===== src/rtl/seq_detector_1010_fsm.sv =====
// rtl/seq_detector_1010_fsm.sv - Moore FSM flagging each 1-0-1-0 in a serial bit stream
//
// Purpose:
//   Watches one serial bit per clock and raises a registered one-cycle flag
//   each time the sequence 1,0,1,0 (first bit received first) completes.
//   OVERLAP=1 lets the trailing "10" of a match seed the next match;
//   OVERLAP=0 restarts detection from scratch after every match.
//
// Ports:
//   clk    in   1  rising-edge clock
//   rst_n  in   1  asynchronous reset, active HIGH despite the name
//   x      in   1  serial data bit, sampled on every rising edge
//   z      out  1  match flag, high for one full cycle per detected 1010

module seq_detector_1010_fsm #(
  parameter bit OVERLAP = 1'b1
) (
  input  logic clk,
  input  logic rst_n,
  input  logic x,
  output logic z
);

  // Binary encoding; codes 5..7 are unused and fall back to S_IDLE.
  localparam logic [2:0] S_IDLE  = 3'd0;  // no useful prefix
  localparam logic [2:0] S_1     = 3'd1;  // seen "1"
  localparam logic [2:0] S_10    = 3'd2;  // seen "10"
  localparam logic [2:0] S_101   = 3'd3;  // seen "101"
  localparam logic [2:0] S_MATCH = 3'd4;  // seen "1010"

  logic [2:0] state;
  logic [2:0] state_nxt;

  always_comb begin
    state_nxt = S_IDLE;
    case (state)
      S_IDLE:  state_nxt = x ? S_1   : S_IDLE;
      S_1:     state_nxt = x ? S_1   : S_10;
      S_10:    state_nxt = x ? S_101 : S_IDLE;
      // "1011" still ends in a usable "1".
      S_101:   state_nxt = x ? S_1   : S_MATCH;
      // With overlap, "1010" followed by "1" already holds "101".
      S_MATCH: begin
        if (x) begin
          state_nxt = OVERLAP ? S_101 : S_1;
        end else begin
          state_nxt = S_IDLE;
        end
      end
      default: state_nxt = S_IDLE;
    endcase
  end

  // z is its own flop loaded from the next-state decode so the output never
  // sees decode glitches from multi-bit state transitions.
  always_ff @(posedge clk or posedge rst_n) begin
    if (rst_n) begin
      state <= S_IDLE;
      z     <= 1'b0;
    end else begin
      state <= state_nxt;
      z     <= (state_nxt == S_MATCH);
    end
  end

endmodule


===== config.mk =====
export PLATFORM = sky130hd
export DESIGN_NAME = seq_detector_1010_fsm
export DESIGN_NICKNAME = d
export VERILOG_FILES = /design/src/rtl/seq_detector_1010_fsm.sv
export SDC_FILE = /design/constraint.sdc
export NUM_CORES = 1
export LEC_CHECK = 0
export CAP_MARGIN = 15
export CORE_AREA = 2 2 39 41
export CTS_CLUSTER_DIAMETER = 150
export CTS_CLUSTER_SIZE = 20
export DETAILED_ROUTE_END_ITERATION = 10
export DIE_AREA = 0 0 41 43
export GPL_ROUTABILITY_DRIVEN = 0
export GPL_TIMING_DRIVEN = 0
export PLACE_DENSITY = 0.4
export SYNTH_ARGS = -nofsm -noshare
export SYNTH_HDL_FRONTEND = slang
export SYNTH_SLANG_ARGS = --single-unit

===== constraint.sdc =====
create_clock -name clk -period 1.9 [get_ports clk]
set_input_delay 0.38 -clock clk [delete_from_list [all_inputs] [get_ports clk]]
set_output_delay 0.38 -clock clk [all_outputs]
set_load 0.01 [all_outputs]

==> results.toml, run 1 <==
[synth]
syn_avg_cell_area_um2 = 11.2
synth_top_family_by_area = "simple AND/OR/NAND/NOR gates"
synth-edff-count = 0
syn_area_um2 = 156
yosysTopAreaCellShare_pct = 64.0
synth-adder-area-share_pct = 0
synth_compound_area_share_pct = 10.4
synth_top_cell_by_area = "dfrtp_1"
synthMuxAreaShare_pct = 0
synth_area_leaders = "dfrtp_1, inv_1, nor2_1, o32ai_1, or3b_1"
synth_nets = 17
synth_common_cells = "dfrtp_1, inv_1, nor2_1"
yosysSeqAreaShare_pct = 64.0
ys.flop_type = "dfrtp_1"
synth_most_common_cell = "dfrtp_1"
yosysUniqueCellTypes = 7
synthesis.instances = 14
yosysWarnings = 0
synth-simple-area-share_pct = 12.8
synth_xor_area_share_pct = 5.60
ys_seq_elements = 4
async_reset_ff_share_pct = 100

[critical_path]
cp_slowest_cell = "clkdlybuf4s50_1"
crit_chain = "clkdlybuf4s50_1"
critPathBufInv = 1
endpoint_kind = "output pin"
max_stage_delay_ps = 530
cp.arrival_ps = 1080
start_kind = "flip-flop"
worst-endpoint-required_ps = 1520
path_class = "reg -> out"
cp_top_family = "buffers and inverters"
crit_fanout = 1

[finish]
final_area_um2 = 229
n_antenna_cell = 0
area_delta_synth_final_pct = 46.4
drive_gt1_share_pct = 15.0
num-nets-final = 25

[global_route]
grtUsageTotal_pct = 4.63
grt_max_degree = 5
antenna_found_initial = 0
first_global_vias = 121
grt_pass1_wl_um = 469
overflow = 0

[floorplan]
start_util_pct = 11.3
placementRows = 14
die-area_um2 = 1760
io_pins = 4
coreArea_um2 = 1380
die-width_um = 41
die_h_um = 43

[pwr]
leakage_nw = 0.103
p_comb_share_pct = 8.6
p_per_area_nw_per_um2 = 960
intPower_w = 0.000173
p_seq_share_pct = 43.8
peakVddDrop_mv = 0.288
switchingPower_w = 0.0000473
clock_power_share_pct = 47.6
p_sw_share_pct = 21.5

[sta]
rsz0062_at_grt = "false"
timing.final.ws_setup_ps = 444
period_share_pct = 76.6
worstMarginPinSlew_ps = 203
relSlewSlack_pct = 86.4
maxSlewViolCount = 0
min_period_ps = 1460
report.final.hold_viol_count = 0
fin_skew_ps = 4.26
finalSetupTns_ps = 0
fin_hold_ws_ps = 333
timing.fmax_ghz = 0.687
setup_viol = 0

[placed_design]
portBuffers = 3
dpl_cell_area_um2 = 206
pre_cts_ws_ps = 465

[cts]
cts.hold.buffers_added = 0
cts-root-buf = "clkbuf_4"
cts_max_level = 1
ctsResizeCount = 0
clkTransAtPathRegs_ps = 40
cts.path.max_buffers = 2
cts_inserted_buffers = 3
clk_latency_ps = 230
cts.sinks = 4
cts_tree = "built"
post-cts-setup-buffers = 0

[min_path]
min_path_type = "in -> async"

[flow_run]
maxCapViolations = 0

[route]
vias = 118
viasPerCell = 3.28
ant_nets = 0
drc_errors = 0
first_pass_iters = 1
wl_per_cell_um = 7.33
totalWireLength_um = 264
drtIter0Drc = 0

[status]
status = "finished clean"
-- per-layer routing --
metal	share of wire, %	global-route usage [%]	wire [µm]
met1	43	4.87	114
met2	40	5.00	106
met3	16	6.28	43
met4	0	2.00	0
met5	0	0	0
-- flip-flops by register name, summed over array words and instances, names as in the netlist --
name and cells:
z 1, state 3
-- power groups by stage --
stage / clock, W / sequential (W) / combinational [W]
2_1_floorplan: 0 / 0.0000965 / 0.0000109
3_3_place_gp: 0 / 0.0000964 / 0.0000182
3_5_place_dp: 0 / 0.0000975 / 0.0000191
4_1_cts: 0.000109 / 0.0000964 / 0.0000192
5_1_grt: 0.000116 / 0.0000976 / 0.0000211
6_report: 0.000105 / 0.0000963 / 0.0000188
-- final timing paths --
| kind | slack [ps] | cells after the start | end | startpoint |
|---|---|---|---|---|
| min reg2reg | 500 | 1 | state[1]$_DFF_PP0_ | state[0]$_DFF_PP0_ |
| min in group clk | 500 | 1 | state[1]$_DFF_PP0_ | state[0]$_DFF_PP0_ |
| min | 330 | 2 | z$_DFF_PP0_ | rst_n |
| max | 440 | 1 | z | z$_DFF_PP0_ |
| max in group asynchronous | 1410 | 2 | state[0]$_DFF_PP0_ | rst_n |
| max reg2reg | 850 | 2 | state[1]$_DFF_PP0_ | state[2]$_DFF_PP0_ |
-- stage by stage --
| stage | total power (W) | std cells | utilization [%] |
|---|---|---|---|
| 2_1_floorplan | 0.000107 | 14 | - |
| 3_3_place_gp | 0.000115 | 33 | 14.9 |
| 3_5_place_dp | 0.000117 | 33 | 14.9 |
| 4_1_cts | 0.000225 | 36 | 16.5 |
| 5_1_grt | 0.000235 | 36 | 16.5 |
| 6_report | 0.000220 | 36 | 16.5 |
-- worst reg2reg max path, stage by stage (launching register included) --
cell	delay (ps)
dfrtp_1	400
or3b_1	430
o32ai_1	130
-- area by class of cell --
type,count,area [µm²]
Fill cell,160,1150
Clock buffer,3,22.5
Sequential cell,4,100
Tap cell,16,20.0
Timing Repair Buffer,3,30.0
Multi-Input combinational cell,7,45.0
Inverter,3,11.3
-- cell families after synthesis --
| kind of cell | after synthesis |
|---|---|
| AO/OA/AOI/OAI | 2 |
| XOR/XNOR | 1 |
| buffers and inverters | 3 |
| flip-flops | 4 |
| AND/OR/NAND/NOR | 4 |
-- cells in the final DEF (no fill, tap or decap), drive strengths merged --
cell           synthesis  final
clkbuf                 0      3
nor2                   3      3
inv                    3      3
xnor2                  1      1
o21a                   1      1
dfrtp                  4      4
clkdlybuf4s50          0      3
o32ai                  1      1
or3b                   1      1
No activity file was read; power rests on OpenSTA's default activity.
==> run 2, diff against run 1 <==
Clock period 1.9 ns to 1.46 ns, I/O delays scaled along.
==> results of run 2 <==
The final DEF is identical to that of run 1. Status: finished clean.
Main changes from that run: setup slack after placement 465 ps -> 113 ps; setup slack after layout 444 ps -> 92.3 ps; hold slack 333 ps -> 245 ps; register-to-register setup slack 850 ps -> 410 ps; total power 0.000220 W -> 0.000286 W; worst IR drop on VDD 0.288 mV -> 0.375 mV
